**config.mk**
```make
export PLATFORM = sky130hd
export DESIGN_NAME = mastermind_round_ctrl
export DESIGN_NICKNAME = d
export VERILOG_FILES = /design/src/rtl/mastermind_round_ctrl.sv
export SDC_FILE = /design/constraint.sdc
export NUM_CORES = 1
export LEC_CHECK = 0
export BUFFER_PORTS_ARGS = -buffer_cell sky130_fd_sc_hd__buf_2
export CORE_MARGIN = 5
export CORE_UTILIZATION = 43
export DETAILED_ROUTE_END_ITERATION = 8
export GPL_TIMING_DRIVEN = 1
export PLACE_DENSITY_LB_ADDON = 0.08
export SETUP_SLACK_MARGIN = 0.5
export SYNTH_ARGS = -nofsm -noshare
export SYNTH_HDL_FRONTEND = slang
export SYNTH_SLANG_ARGS = --single-unit
```
**constraint.sdc**
```tcl
create_clock -name clk -period 1.6 [get_ports clk]
set_clock_uncertainty 0.15 [all_clocks]
set_input_delay 0.32 -clock clk [delete_from_list [all_inputs] [get_ports clk]]
set_output_delay 0.32 -clock clk [all_outputs]
set_load 0.01 [all_outputs]
```
**src/rtl/mastermind_round_ctrl.sv**
```systemverilog
// Round sequencer for the Mastermind codebreaker datapath.
// Detects guess presses, freezes the secret code once play starts,
// latches the guess, waits one settle cycle, captures the score and
// tracks the guess count and the win/loss outcome.
module mastermind_round_ctrl #(
    parameter int MAX_GUESSES = 10,
    parameter int CODE_W      = 8
) (
    input  logic              clk,
    input  logic              reset,
    input  logic              enter,
    input  logic              real_game,
    input  logic [CODE_W-1:0] guess_in,
    input  logic [2:0]        correct_loc,
    input  logic [2:0]        value_only,
    output logic [CODE_W-1:0] guess_q,
    output logic              code_lock,
    output logic [2:0]        cl_q,
    output logic [2:0]        vo_q,
    output logic [6:0]        guesses,
    output logic              score_strobe,
    output logic              won,
    output logic              lost
);

    typedef enum logic [2:0] {
        IDLE  = 3'd0,
        PLAY  = 3'd1,
        LATCH = 3'd2,
        SCORE = 3'd3,
        WON   = 3'd4,
        LOST  = 3'd5
    } state_t;

    localparam logic [7:0] MAX_G   = 8'(MAX_GUESSES);
    localparam logic [6:0] SAT_CNT = 7'd99;

    state_t     state, state_nx;
    logic       enter_d;
    logic       press;
    logic       load_guess;
    logic       do_score;
    logic       set_won;
    logic       set_lost;
    logic [7:0] guesses_inc;
    logic [6:0] guesses_sat;

    // Rising edge of the already-synchronised key; a held key yields one press.
    assign press = enter & ~enter_d;

    // Count after this guess, wide enough to compare against the limit
    // without wrap, and the saturated value that is actually stored.
    assign guesses_inc = {1'b0, guesses} + 8'd1;
    assign guesses_sat = (guesses >= SAT_CNT) ? SAT_CNT : guesses + 7'd1;

    // Next-state logic and per-cycle datapath enables.
    always_comb begin
        state_nx   = state;
        load_guess = 1'b0;
        do_score   = 1'b0;
        set_won    = 1'b0;
        set_lost   = 1'b0;
        case (state)
            IDLE, PLAY: begin
                if (press) begin
                    load_guess = 1'b1;
                    state_nx   = LATCH;
                end
            end
            LATCH: begin
                // Comparators and sum network settle on guess_q this cycle.
                state_nx = SCORE;
            end
            SCORE: begin
                do_score = 1'b1;
                if (correct_loc >= 3'd4) begin
                    set_won  = 1'b1;
                    state_nx = WON;
                end else if (real_game && (guesses_inc >= MAX_G)) begin
                    set_lost = 1'b1;
                    state_nx = LOST;
                end else begin
                    state_nx = PLAY;
                end
            end
            WON:     state_nx = WON;
            LOST:    state_nx = LOST;
            default: state_nx = IDLE;
        endcase
    end

    // State register plus registered outputs; reset wins over everything,
    // so a round interrupted in LATCH/SCORE never produces a score.
    always_ff @(posedge clk) begin
        if (reset) begin
            state        <= IDLE;
            enter_d      <= 1'b0;
            guess_q      <= '0;
            code_lock    <= 1'b0;
            cl_q         <= '0;
            vo_q         <= '0;
            guesses      <= '0;
            score_strobe <= 1'b0;
            won          <= 1'b0;
            lost         <= 1'b0;
        end else begin
            state        <= state_nx;
            enter_d      <= enter;
            score_strobe <= do_score;
            if (load_guess) begin
                guess_q   <= guess_in;
                // First press freezes the generator; it stays frozen until reset.
                code_lock <= 1'b1;
            end
            if (do_score) begin
                cl_q    <= correct_loc;
                vo_q    <= value_only;
                guesses <= guesses_sat;
            end
            if (set_won)  won  <= 1'b1;
            if (set_lost) lost <= 1'b1;
        end
    end

endmodule
```
==> metrics.txt, run 1 <==
# TYPE chip_impl_metric gauge
chip_impl_info{name="min-delay-path-class",value="in -> reg"} 1
chip_impl_metric{name="via_count",unit=""} 1390
chip_impl_info{name="postSynth.topFlopCell",value="sky130_fd_sc_hd__dfxtp_1"} 1
chip_impl_metric{name="final_max_slew_viol_count",unit=""} 0
chip_impl_metric{name="final_util",unit=""} 0.705
chip_impl_metric{name="yosysWarningCount",unit=""} 0
chip_impl_metric{name="synthesis.nets",unit=""} 180
chip_impl_metric{name="die_area",unit="um^2"} 4280
chip_impl_info{name="final_cell_mix",value="sky130_fd_sc_hd__nand2_1, sky130_fd_sc_hd__buf_6, sky130_fd_sc_hd__a21oi_1, sky130_fd_sc_hd__buf_4, sky130_fd_sc_hd__dfxtp_2"} 1
chip_impl_metric{name="post-place-ws",unit="ps"} -74.0
chip_impl_metric{name="grt_antenna_before_repair",unit=""} 0
chip_impl_metric{name="ioPinCount",unit=""} 43
chip_impl_metric{name="critPathArrivalTime",unit="ps"} 1770
chip_impl_metric{name="gr-usage-all-layers",unit=""} 0.186
chip_impl_metric{name="maxSlewHeadroom",unit=""} 0.823
chip_impl_info{name="critPathKind",value="reg -> reg"} 1
chip_impl_metric{name="post_dp_cell_area",unit="um^2"} 1680
chip_impl_metric{name="die_height",unit="um"} 65.4
chip_impl_metric{name="detail_route.wirelength",unit="mm"} 3.73
chip_impl_metric{name="dpl.hpwl",unit="mm"} 2.44
chip_impl_metric{name="final_nets",unit=""} 249
chip_impl_metric{name="vias_per_cell",unit=""} 5.31
chip_impl_metric{name="port_buffers",unit=""} 42
chip_impl_metric{name="max_cap_violations",unit=""} 0
chip_impl_info{name="clock-root-buffer",value="sky130_fd_sc_hd__clkbuf_4"} 1
chip_impl_metric{name="worst_slack",unit="ps"} -97.8
chip_impl_metric{name="layout-area-overhead-vs-synth",unit="%"} 60.1
chip_impl_metric{name="worstPathMaxFanout",unit=""} 6
chip_impl_info{name="violations",value="setup timing"} 1
chip_impl_info{name="critical_path.slowest_cell",value="sky130_fd_sc_hd__or3b_4"} 1
chip_impl_metric{name="cts_inserted_buffers",unit=""} 5
chip_impl_metric{name="antenna_violating_nets_post_route",unit=""} 0
chip_impl_metric{name="power-per-cell-area",unit="nW/um^2"} 699
chip_impl_info{name="run_status",value="finished, violations left"} 1
chip_impl_metric{name="netlist-cell-type-count",unit=""} 39
chip_impl_metric{name="row_count",unit=""} 20
chip_impl_metric{name="cts_hold_buffers",unit=""} 0
chip_impl_metric{name="worst-slew-pin-transition",unit="ps"} 263
chip_impl_metric{name="avgRoutedWirePerCell",unit="um"} 14.2
chip_impl_metric{name="design_area",unit="um^2"} 2120
chip_impl_metric{name="period_utilization",unit=""} 1.06
chip_impl_metric{name="dieWidth",unit="um"} 65.4
chip_impl_metric{name="grt_pass1_vias",unit=""} 1367
chip_impl_metric{name="drt_pre_antenna_iters",unit=""} 4
chip_impl_metric{name="initial_standard_cell_utilization_of_the_core",unit=""} 0.440
chip_impl_info{name="cts_tree",value="yes"} 1
chip_impl_metric{name="initialDrtViolationCount",unit=""} 62
chip_impl_metric{name="synth_seq_area_share",unit=""} 0.439
chip_impl_metric{name="global_route.overflow_total",unit=""} 0
chip_impl_metric{name="grt_pass1_wl",unit="mm"} 6.12
chip_impl_metric{name="max_stage_delay",unit="ps"} 420
chip_impl_info{name="worstPathCellList",value="ha_2 > xor2_1 > or3b_4 > a41oi_2 > o41ai_2"} 1
chip_impl_metric{name="clk-insertion-delay-late",unit="ps"} 330
chip_impl_metric{name="grt_max_degree",unit=""} 15
chip_impl_metric{name="total_leakage_power",unit="nW"} 0.899
chip_impl_metric{name="final_hold_viol_count",unit=""} 0
chip_impl_metric{name="yosys_register_bits",unit=""} 29
chip_impl_metric{name="syn_inst",unit=""} 159
chip_impl_metric{name="clock_tree.buffer_depth",unit=""} 2
chip_impl_metric{name="synth-async-reset-ratio",unit=""} 0
chip_impl_metric{name="critPathRequiredTime",unit="ps"} 1670
chip_impl_metric{name="max_clock_freq",unit="MHz"} 589
chip_impl_metric{name="antenna_cells",unit=""} 0
chip_impl_metric{name="route.detailed.drc",unit=""} 0
chip_impl_info{name="final_common_cell",value="sky130_fd_sc_hd__nand2_1"} 1
chip_impl_metric{name="place_congestion",unit=""} 0.830
chip_impl_metric{name="synth_enable_flop_cells",unit=""} 0
chip_impl_metric{name="syn_area",unit="um^2"} 1320
chip_impl_metric{name="synthesis.area_per_instance",unit="um^2"} 8.31
chip_impl_info{name="crit_path_end_kind",value="flip-flop"} 1
chip_impl_metric{name="timing.final.crit_period",unit="ps"} 1700
chip_impl_metric{name="clkSlewWorstSetupHoldPaths",unit="ps"} 100
chip_impl_metric{name="numClockSinks",unit=""} 29
chip_impl_metric{name="clock_tree.htree_level_count",unit=""} 2
chip_impl_metric{name="final-setup-viol-count",unit=""} 2
chip_impl_metric{name="vdd_drop_max",unit="mV"} 0.456
chip_impl_info{name="setup.worst_path.start_class",value="flip-flop"} 1
chip_impl_metric{name="fraction_of_final_layout_cells_sized_beyond_drive_strength_1",unit=""} 0.546
chip_impl_metric{name="coreArea",unit="um^2"} 3000
chip_impl_info{name="rsz0062_at_grt",value="true"} 1
Yosys cell counts, types with 2 or more instances:
master | instances | share of area
sky130_fd_sc_hd__nand3_1 | 2 | 0.0076
sky130_fd_sc_hd__clkbuf_1 | 4 | 0.011
sky130_fd_sc_hd__a41oi_1 | 2 | 0.013
sky130_fd_sc_hd__nand2_1 | 34 | 0.097
sky130_fd_sc_hd__o21ai_0 | 2 | 0.0076
sky130_fd_sc_hd__nor2b_1 | 6 | 0.028
sky130_fd_sc_hd__nor2_1 | 8 | 0.023
sky130_fd_sc_hd__nand4b_1 | 3 | 0.020
sky130_fd_sc_hd__a31oi_1 | 2 | 0.0095
sky130_fd_sc_hd__nor3_1 | 4 | 0.015
sky130_fd_sc_hd__or3b_1 | 2 | 0.013
sky130_fd_sc_hd__a21oi_1 | 24 | 0.091
sky130_fd_sc_hd__nand2b_1 | 3 | 0.014
sky130_fd_sc_hd__buf_2 | 5 | 0.019
sky130_fd_sc_hd__inv_1 | 3 | 0.0085
sky130_fd_sc_hd__ha_1 | 3 | 0.028
sky130_fd_sc_hd__dfxtp_1 | 29 | 0.44
sky130_fd_sc_hd__nand3b_1 | 2 | 0.011
registers in the layout, summed over array words and instances (netlist names), 3 cells and up:
register	cells
guesses	7
vo_q	3
guess_q	8
state	3
cl_q	3
critical path, delay by kind of cell (launching register included):
family	cells	cell delay (ps)
DFF	1	390
and+or+nand+nor	1	420
xor gates and xnor gates	1	160
AOI/OAI and AO/OA	2	250
adders and majority gates	1	220
layer usage:
metal  vias to the layer above  share of wire  global-route usage
met2                        36           0.53               0.331
met1                       648           0.41               0.207
li1                        697              -                   -
met3                         9          0.044              0.0632
met4                         0          0.016              0.0622
met5                         -              0                   0
cell type report:
cell class,count,area [um^2]
sequential,29,626
fill,256,887
clock inverter,1,5.00
timing repair buffer,71,601
inverter,3,13.8
multi-input combinational,118,764
tap,33,41.3
clock buffer,7,65.1
per-stage QoR:
step / TNS [ps] / cells / total power [mW] / hold slack, ps
2_1_floorplan: -19.1 / 159 / 0.869 / 271
3_3_place_gp: -37.6 / 238 / 0.919 / 282
3_5_place_dp: -115 / 238 / 0.925 / 283
4_1_cts: -104 / 260 / 1.49 / 49.1
5_1_grt: -200 / 262 / 1.55 / 58.7
6_report: -149 / 262 / 1.48 / 64.2
report_power, final:
part | switching (mW) | internal (mW)
clock | 0.261 | 0.254
sequential | 0.0275 | 0.744
combinational | 0.0864 | 0.106
final timing paths:
path                    start         end  slack, ps  cells after the start
setup reg to reg   guesses[0]        lost       -100                      5
setup / recovery   guesses[0]        lost       -100                      5
hold / removal    guess_in[7]  guess_q[7]         60                      3
hold reg to reg           won         won        310                      2
kinds of logic (layout without fill, tap and decap cells):
family | count (synthesis) | in the layout | share of synthesized area
mux | 1 | 1 | 0.00758
flops | 29 | 29 | 0.439
fa+ha+maj | 3 | 3 | 0.0284
simple gates | 73 | 74 | 0.282
compound gates | 39 | 39 | 0.188
xor+xnor | 1 | 1 | 0.00663
buf+inv | 13 | 82 | 0.0473
timing repair:
| item | 4_1_cts | 5_1_grt |
|---|---|---|
| endpoints found under the setup margin | 52 | 52 |
| pin swaps | 3 | 1 |
| cloned | 1 | 0 |
| resized for setup | 59 | 6 |
| buffers inserted | 13 | 2 |
| endpoints found under the hold margin | 0 | 0 |
Power figures use the tool's default switching activity.
==> inputs of run 2 (changes only) <==
--- a/config.mk
+++ b/config.mk
@@ -8,6 +8,7 @@
 export BUFFER_PORTS_ARGS = -buffer_cell sky130_fd_sc_hd__buf_2
 export CORE_MARGIN = 5
 export CORE_UTILIZATION = 43
+export CTS_BUF_LIST = sky130_fd_sc_hd__clkbuf_16
 export DETAILED_ROUTE_END_ITERATION = 8
 export GPL_TIMING_DRIVEN = 1
 export PLACE_DENSITY_LB_ADDON = 0.08
==> metrics.txt, run 2 (synthesized netlist as in run 1, its figures left out) <==
# TYPE chip_impl_metric gauge
chip_impl_info{name="r2r-start",value="guesses[0]"} 1
chip_impl_metric{name="worst_r2r_path_depth",unit=""} 5
chip_impl_metric{name="final_hold_viol_count",unit=""} 0
chip_impl_metric{name="clkSlewWorstSetupHoldPaths",unit="ps"} 50
chip_impl_metric{name="clk-insertion-delay-late",unit="ps"} 270
chip_impl_metric{name="grt_antenna_before_repair",unit=""} 0
chip_impl_info{name="run_status",value="finished, violations left"} 1
chip_impl_metric{name="clock_tree.htree_level_count",unit=""} 2
chip_impl_metric{name="row_count",unit=""} 20
chip_impl_metric{name="grt_pass1_vias",unit=""} 1357
chip_impl_metric{name="sequentialPowerShare",unit=""} 0.423
chip_impl_metric{name="die_area",unit="um^2"} 4280
chip_impl_metric{name="final_nets",unit=""} 246
chip_impl_metric{name="port_buffers",unit=""} 42
chip_impl_metric{name="grt_max_degree",unit=""} 15
chip_impl_metric{name="post_dp_cell_area",unit="um^2"} 1680
chip_impl_info{name="violations",value="setup timing"} 1
chip_impl_metric{name="numClockSinks",unit=""} 29
chip_impl_metric{name="reg_to_reg_setup_timing_slack",unit="ps"} -80
chip_impl_metric{name="detail_route.wirelength",unit="mm"} 3.59
chip_impl_info{name="min-delay-path-class",value="in -> reg"} 1
chip_impl_metric{name="grt_pass1_wl",unit="mm"} 5.97
chip_impl_metric{name="clock_tree.buffer_depth",unit=""} 2
chip_impl_metric{name="maxSlewHeadroom",unit=""} 0.831
chip_impl_info{name="cts_tree",value="yes"} 1
chip_impl_metric{name="place_inst",unit=""} 238
chip_impl_info{name="biggestRegsByFlops",value="guess_q x8, guesses x7"} 1
chip_impl_info{name="worstSetupStartpoint",value="guesses[0]"} 1
chip_impl_info{name="final_cell_mix",value="sky130_fd_sc_hd__nand2_1, sky130_fd_sc_hd__buf_6, sky130_fd_sc_hd__a21oi_1, sky130_fd_sc_hd__dfxtp_2, sky130_fd_sc_hd__buf_4"} 1
chip_impl_metric{name="swShare",unit=""} 0.227
chip_impl_metric{name="power_switching",unit="uW"} 415
chip_impl_metric{name="drt_pre_antenna_iters",unit=""} 4
chip_impl_info{name="rsz0062_at_grt",value="true"} 1
chip_impl_info{name="crit-reg2reg-capture",value="lost"} 1
chip_impl_metric{name="multi_input_comb_area",unit="um^2"} 771
chip_impl_info{name="final_common_cell",value="sky130_fd_sc_hd__nand2_1"} 1
chip_impl_metric{name="critPathRequiredTime",unit="ps"} 1600
chip_impl_metric{name="avgRoutedWirePerCell",unit="um"} 13.9
chip_impl_metric{name="place_congestion",unit=""} 0.830
chip_impl_metric{name="initial_standard_cell_utilization_of_the_core",unit=""} 0.440
chip_impl_metric{name="via_count",unit=""} 1358
chip_impl_metric{name="max_cap_violations",unit=""} 0
chip_impl_metric{name="final_max_slew_viol_count",unit=""} 0
chip_impl_metric{name="critPathArrivalTime",unit="ps"} 1680
chip_impl_metric{name="final-setup-viol-count",unit=""} 2
chip_impl_info{name="registers.top_by_ff_count",value="guess_q"} 1
chip_impl_metric{name="fraction_of_final_layout_cells_sized_beyond_drive_strength_1",unit=""} 0.540
chip_impl_metric{name="largest_register_ff_count",unit=""} 8
chip_impl_metric{name="gr-usage-all-layers",unit=""} 0.180
chip_impl_metric{name="ioPinCount",unit=""} 43
chip_impl_metric{name="dpl.hpwl",unit="mm"} 2.44
chip_impl_metric{name="vias_per_cell",unit=""} 5.24
chip_impl_metric{name="die_height",unit="um"} 65.4
chip_impl_metric{name="initialDrtViolationCount",unit=""} 58
chip_impl_info{name="crit_path_end_kind",value="flip-flop"} 1
chip_impl_metric{name="worst_slack",unit="ps"} -82.9
chip_impl_metric{name="timing.final.crit_period",unit="ps"} 1680
chip_impl_metric{name="n_fill_cell",unit=""} 229
chip_impl_metric{name="antenna_violating_nets_post_route",unit=""} 0
chip_impl_info{name="clock-root-buffer",value="sky130_fd_sc_hd__clkbuf_16"} 1
chip_impl_metric{name="internal_power",unit="mW"} 1.42
chip_impl_info{name="critical_path.endpoint",value="lost"} 1
chip_impl_metric{name="design_area",unit="um^2"} 2180
chip_impl_metric{name="register_area",unit="um^2"} 626
chip_impl_info{name="setup.worst_path.start_class",value="flip-flop"} 1
chip_impl_metric{name="antenna_cells",unit=""} 0
chip_impl_metric{name="power.combinational.fraction",unit=""} 0.109
chip_impl_metric{name="cts_inserted_buffers",unit=""} 5
chip_impl_metric{name="dieWidth",unit="um"} 65.4
chip_impl_metric{name="max_clock_freq",unit="MHz"} 594
chip_impl_metric{name="vdd_drop_max",unit="mV"} 0.982
chip_impl_metric{name="power.share.clock",unit=""} 0.468
chip_impl_metric{name="power-per-cell-area",unit="nW/um^2"} 841
chip_impl_metric{name="final-instance-count-excl-fill",unit=""} 259
chip_impl_metric{name="route.detailed.drc",unit=""} 0
chip_impl_metric{name="worstPathMaxFanout",unit=""} 6
chip_impl_metric{name="period_utilization",unit=""} 1.05
chip_impl_metric{name="coreArea",unit="um^2"} 3000
chip_impl_metric{name="global_route.overflow_total",unit=""} 0
chip_impl_info{name="critPathKind",value="reg -> reg"} 1
chip_impl_metric{name="layout-area-overhead-vs-synth",unit="%"} 65.0
chip_impl_metric{name="total_leakage_power",unit="nW"} 0.916
chip_impl_metric{name="worst-slew-pin-transition",unit="ps"} 253
==> run 2: cell types whose count changed in the layout (fill, tap and decap cells not counted) <==
cell	before	now
sky130_fd_sc_hd__buf_4	23	19
sky130_fd_sc_hd__clkbuf_16	0	5
sky130_fd_sc_hd__clkbuf_4	5	0
sky130_fd_sc_hd__a21oi_2	1	2
sky130_fd_sc_hd__nand2_1	33	32
sky130_fd_sc_hd__a21oi_1	23	22
sky130_fd_sc_hd__buf_12	0	1
sky130_fd_sc_hd__clkinv_1	0	2
sky130_fd_sc_hd__clkbuf_8	2	0
sky130_fd_sc_hd__nand2_2	0	1
==> run 2: power groups by stage <==
stage	registers (mW)	logic (mW)	clock network, mW
floorplan	0.786	0.0828	0
global placement	0.781	0.138	0
detailed placement	0.783	0.142	0
CTS	0.774	0.190	0.872
global route	0.778	0.220	0.909
finish	0.775	0.200	0.858
==> run 2: worst min-delay path by stage <==
stage	from	to	slack, ps	cells past startpoint
floorplan	correct_loc[2]	lost	270	1
global placement	won	won	280	2
detailed placement	won	won	280	2
CTS	guess_in[7]	guess_q[7]	130	3
global route	guess_in[6]	guess_q[6]	140	3
finish	guess_in[7]	guess_q[7]	130	3
==> run 2: layout make-up <==
type / instances / area share
Clock buffer: 5 / 0.0574
Inverter: 3 / 0.00631
Tap cell: 33 / 0.0189
Timing Repair Buffer: 68 / 0.271
Sequential cell: 29 / 0.287
Clock inverter: 3 / 0.00574
Multi-Input combinational cell: 118 / 0.354
==> run 2: timing repair <==
action                                  in CTS  in global routing
setup buffers                                9                  3
pin swaps                                    5                  1
gates resized for setup                     59                  8
gates cloned                                 1                  0
endpoints found under the setup margin      52                 52
hold buffers                                 0                  0
==> run 2: metal layers <==
layer | up-vias | GRT usage | routed length [um]
li1 | 686 | - | -
met1 | 635 | 0.202 | 1470
met2 | 32 | 0.320 | 1910
met3 | 5 | 0.0479 | 155
met4 | 0 | 0.0699 | 53
met5 | - | 0 | 0
==> run 2: through the flow <==
step	hold WS (ps)	total power [mW]	worst slack [ps]	utilization	TNS, ps
floorplan	271	0.869	-19.1	-	-19.1
global placement	282	0.919	-37.2	0.558	-37.6
detailed placement	283	0.925	-74.0	0.558	-115
CTS	127	1.84	-71.4	0.708	-101
global route	142	1.91	-103	0.726	-197
finish	128	1.83	-82.9	0.726	-117
==> run 2: critical path: stages (launching register included) <==
cell and delay, ps:
sky130_fd_sc_hd__dfxtp_4 370, sky130_fd_sc_hd__ha_2 220, sky130_fd_sc_hd__xor2_1 160, sky130_fd_sc_hd__or3b_4 410, sky130_fd_sc_hd__a41oi_2 160, sky130_fd_sc_hd__o41ai_2 90
==> inputs of run 3 (changes only) <==
--- a/config.mk
+++ b/config.mk
@@ -12,6 +12,7 @@
 export DETAILED_ROUTE_END_ITERATION = 8
 export GPL_TIMING_DRIVEN = 1
 export PLACE_DENSITY_LB_ADDON = 0.08
+export REMOVE_ABC_BUFFERS = 1
 export SETUP_SLACK_MARGIN = 0.5
 export SYNTH_ARGS = -nofsm -noshare
 export SYNTH_HDL_FRONTEND = slang
==> metrics.txt, run 3 (synthesized netlist as in run 1, its figures left out) <==
# TYPE chip_impl_metric gauge
chip_impl_metric{name="grt_pass1_vias",unit=""} 1404
chip_impl_metric{name="post-place-ws",unit="ps"} -162
chip_impl_info{name="worstPathCellList",value="buf_4 > ha_4 > nor2b_1 > and4_4 > o211a_1 > o41ai_2"} 1
chip_impl_metric{name="largest_register_ff_count",unit=""} 8
chip_impl_metric{name="place_congestion",unit=""} 0.837
chip_impl_info{name="critPathKind",value="reg -> reg"} 1
chip_impl_metric{name="die_height",unit="um"} 65.4
chip_impl_info{name="run_status",value="finished, violations left"} 1
chip_impl_metric{name="multi_input_comb_area",unit="um^2"} 915
chip_impl_metric{name="drt_pre_antenna_iters",unit=""} 4
chip_impl_metric{name="worstPathMaxFanout",unit=""} 5
chip_impl_metric{name="dieWidth",unit="um"} 65.4
chip_impl_metric{name="final-setup-viol-count",unit=""} 2
chip_impl_metric{name="final_util",unit=""} 0.799
chip_impl_metric{name="clkSlewWorstSetupHoldPaths",unit="ps"} 50
chip_impl_info{name="rsz0062_at_grt",value="true"} 1
chip_impl_metric{name="cts_inserted_buffers",unit=""} 5
chip_impl_info{name="crit-reg2reg-capture",value="lost"} 1
chip_impl_metric{name="vdd_drop_max",unit="mV"} 0.846
chip_impl_metric{name="period_utilization",unit=""} 1.05
chip_impl_metric{name="grt_antenna_before_repair",unit=""} 0
chip_impl_metric{name="register_area",unit="um^2"} 621
chip_impl_metric{name="final_max_slew_viol_count",unit=""} 0
chip_impl_info{name="cts_tree",value="yes"} 1
chip_impl_metric{name="initial_standard_cell_utilization_of_the_core",unit=""} 0.440
chip_impl_metric{name="antenna_violating_nets_post_route",unit=""} 0
chip_impl_metric{name="global_route.overflow_total",unit=""} 0
chip_impl_metric{name="worst_r2r_path_depth",unit=""} 6
chip_impl_metric{name="min_path_cells",unit=""} 3
chip_impl_info{name="timing.hold.worst_endpoint",value="cl_q[1]"} 1
chip_impl_metric{name="grt_pass1_wl",unit="mm"} 6.38
chip_impl_info{name="crit_path_end_kind",value="flip-flop"} 1
chip_impl_info{name="critPathTopFamily",value="compound AO/OA/AOI/OAI gates"} 1
chip_impl_metric{name="numClockSinks",unit=""} 29
chip_impl_metric{name="die_area",unit="um^2"} 4280
chip_impl_info{name="clock-root-buffer",value="sky130_fd_sc_hd__clkbuf_16"} 1
chip_impl_info{name="min-delay-path-class",value="in -> reg"} 1
chip_impl_info{name="violations",value="setup timing"} 1
chip_impl_metric{name="reg_to_reg_setup_timing_slack",unit="ps"} -80
chip_impl_metric{name="clock_tree.buffer_depth",unit=""} 2
chip_impl_metric{name="ioPinCount",unit=""} 43
chip_impl_metric{name="grt_max_degree",unit=""} 19
chip_impl_metric{name="worst_slack",unit="ps"} -83.3
chip_impl_info{name="registers.top_by_ff_count",value="guess_q"} 1
chip_impl_metric{name="antenna_cells",unit=""} 0
chip_impl_metric{name="port_buffers",unit=""} 42
chip_impl_metric{name="via_count",unit=""} 1442
chip_impl_info{name="final_cell_mix",value="sky130_fd_sc_hd__buf_6, sky130_fd_sc_hd__buf_4, sky130_fd_sc_hd__buf_2, sky130_fd_sc_hd__dfxtp_2, sky130_fd_sc_hd__nand2_1"} 1
chip_impl_metric{name="dpl.hpwl",unit="mm"} 2.36
chip_impl_metric{name="detail_route.wirelength",unit="mm"} 4.36
chip_impl_info{name="critical_path.slowest_cell",value="sky130_fd_sc_hd__dfxtp_4"} 1
chip_impl_metric{name="total_leakage_power",unit="nW"} 1.00
chip_impl_info{name="setup.worst_path.start_class",value="flip-flop"} 1
chip_impl_metric{name="route.detailed.drc",unit=""} 0
chip_impl_info{name="biggestRegsByFlops",value="guess_q x8, guesses x7"} 1
chip_impl_info{name="worst_hold_startpoint",value="correct_loc[1]"} 1
chip_impl_metric{name="max_cap_violations",unit=""} 0
chip_impl_metric{name="vias_per_cell",unit=""} 5.34
chip_impl_metric{name="maxSlewHeadroom",unit=""} 0.796
chip_impl_metric{name="gr-usage-all-layers",unit=""} 0.195
chip_impl_metric{name="final_nets",unit=""} 259
chip_impl_metric{name="power-per-cell-area",unit="nW/um^2"} 773
chip_impl_info{name="final_common_cell",value="sky130_fd_sc_hd__buf_6"} 1
chip_impl_metric{name="max_clock_freq",unit="MHz"} 594
chip_impl_metric{name="clk-insertion-delay-late",unit="ps"} 270
chip_impl_metric{name="avgRoutedWirePerCell",unit="um"} 16.1
chip_impl_metric{name="clock_tree.htree_level_count",unit=""} 2
chip_impl_metric{name="timing.final.crit_period",unit="ps"} 1680
chip_impl_metric{name="row_count",unit=""} 20
chip_impl_metric{name="worst-slew-pin-transition",unit="ps"} 306
chip_impl_metric{name="initialDrtViolationCount",unit=""} 108
chip_impl_metric{name="critPathRequiredTime",unit="ps"} 1620
chip_impl_metric{name="max_stage_delay",unit="ps"} 390
chip_impl_metric{name="final_hold_viol_count",unit=""} 0
chip_impl_metric{name="cts_hold_buffers",unit=""} 0
chip_impl_metric{name="cp_num_buf_inv",unit=""} 1
chip_impl_metric{name="fraction_of_final_layout_cells_sized_beyond_drive_strength_1",unit=""} 0.688
chip_impl_metric{name="layout-area-overhead-vs-synth",unit="%"} 81.5
chip_impl_metric{name="critPathArrivalTime",unit="ps"} 1700
chip_impl_info{name="r2r-start",value="guesses[0]"} 1
chip_impl_metric{name="n_fill_cell",unit=""} 203
chip_impl_metric{name="coreArea",unit="um^2"} 3000
## run 3: changes by cell type in the layout (fill, tap and decap cells not counted), sizes merged
| cell | delta |
|---|---|
| clkinv | -2 |
| buf | +13 |
## run 3: final cells by class
cell class,instances,area share
repair buffers,81,0.283
multi-input cells,118,0.381
clock buffers,5,0.0522
well taps,33,0.0172
flip-flops and latches,29,0.259
inverters,3,0.00574
clock inverters,1,0.00209
## run 3: metrics by stage
| step | TNS (ps) | instance area, um^2 | total power, mW | hold WS [ps] | cells |
|---|---|---|---|---|---|
| detailed placement | -486 | 1660 | 0.924 | 291 | 242 |
| global route | -334 | 2400 | 1.94 | 132 | 270 |
| finish | -123 | 2400 | 1.85 | 141 | 270 |
| floorplan | -341 | 1270 | 0.842 | 239 | 149 |
| CTS | -91.8 | 2190 | 1.82 | 135 | 262 |
| global placement | -253 | 1660 | 0.920 | 280 | 242 |
## run 3: timing repair
action | CTS | global route
pin swaps | 40 | 27
setup endpoints to repair | 52 | 52
buffers inserted | 13 | 8
gates cloned | 1 | 0
gates resized for setup | 81 | 41
## run 3: power by group
| group | internal, mW | total (mW) | switching (mW) |
|---|---|---|---|
| registers | 0.748 | 0.769 | 0.0213 |
| clock network | 0.552 | 0.841 | 0.289 |
| logic | 0.127 | 0.244 | 0.117 |
## run 3: worst reg2reg max path, stage by stage, from the launching register on
cell and delay, ps:
sky130_fd_sc_hd__dfxtp_4 390, sky130_fd_sc_hd__buf_4 140, sky130_fd_sc_hd__ha_4 150, sky130_fd_sc_hd__nor2b_1 50
sky130_fd_sc_hd__and4_4 180, sky130_fd_sc_hd__o211a_1 260, sky130_fd_sc_hd__o41ai_2 270
## run 3: how the worst max path moves through the flow
stage / from / end / cells after the start
3_5_place_dp: guesses[1] / lost / 6
4_1_cts: guesses[1] / lost / 6
6_report: guesses[0] / lost / 6
3_3_place_gp: guesses[1] / lost / 6
5_1_grt: guesses[1] / lost / 6
2_1_floorplan: guesses[1] / lost / 6
## run 3: per-layer routing
layer / routed length [um] / vias to the layer above / GRT usage
li1: - / 715 / -
met1: 1810 / 683 / 0.211
met2: 2280 / 35 / 0.353
met3: 184 / 9 / 0.0632
met4: 86 / 0 / 0.0674
met5: 0 / - / 0
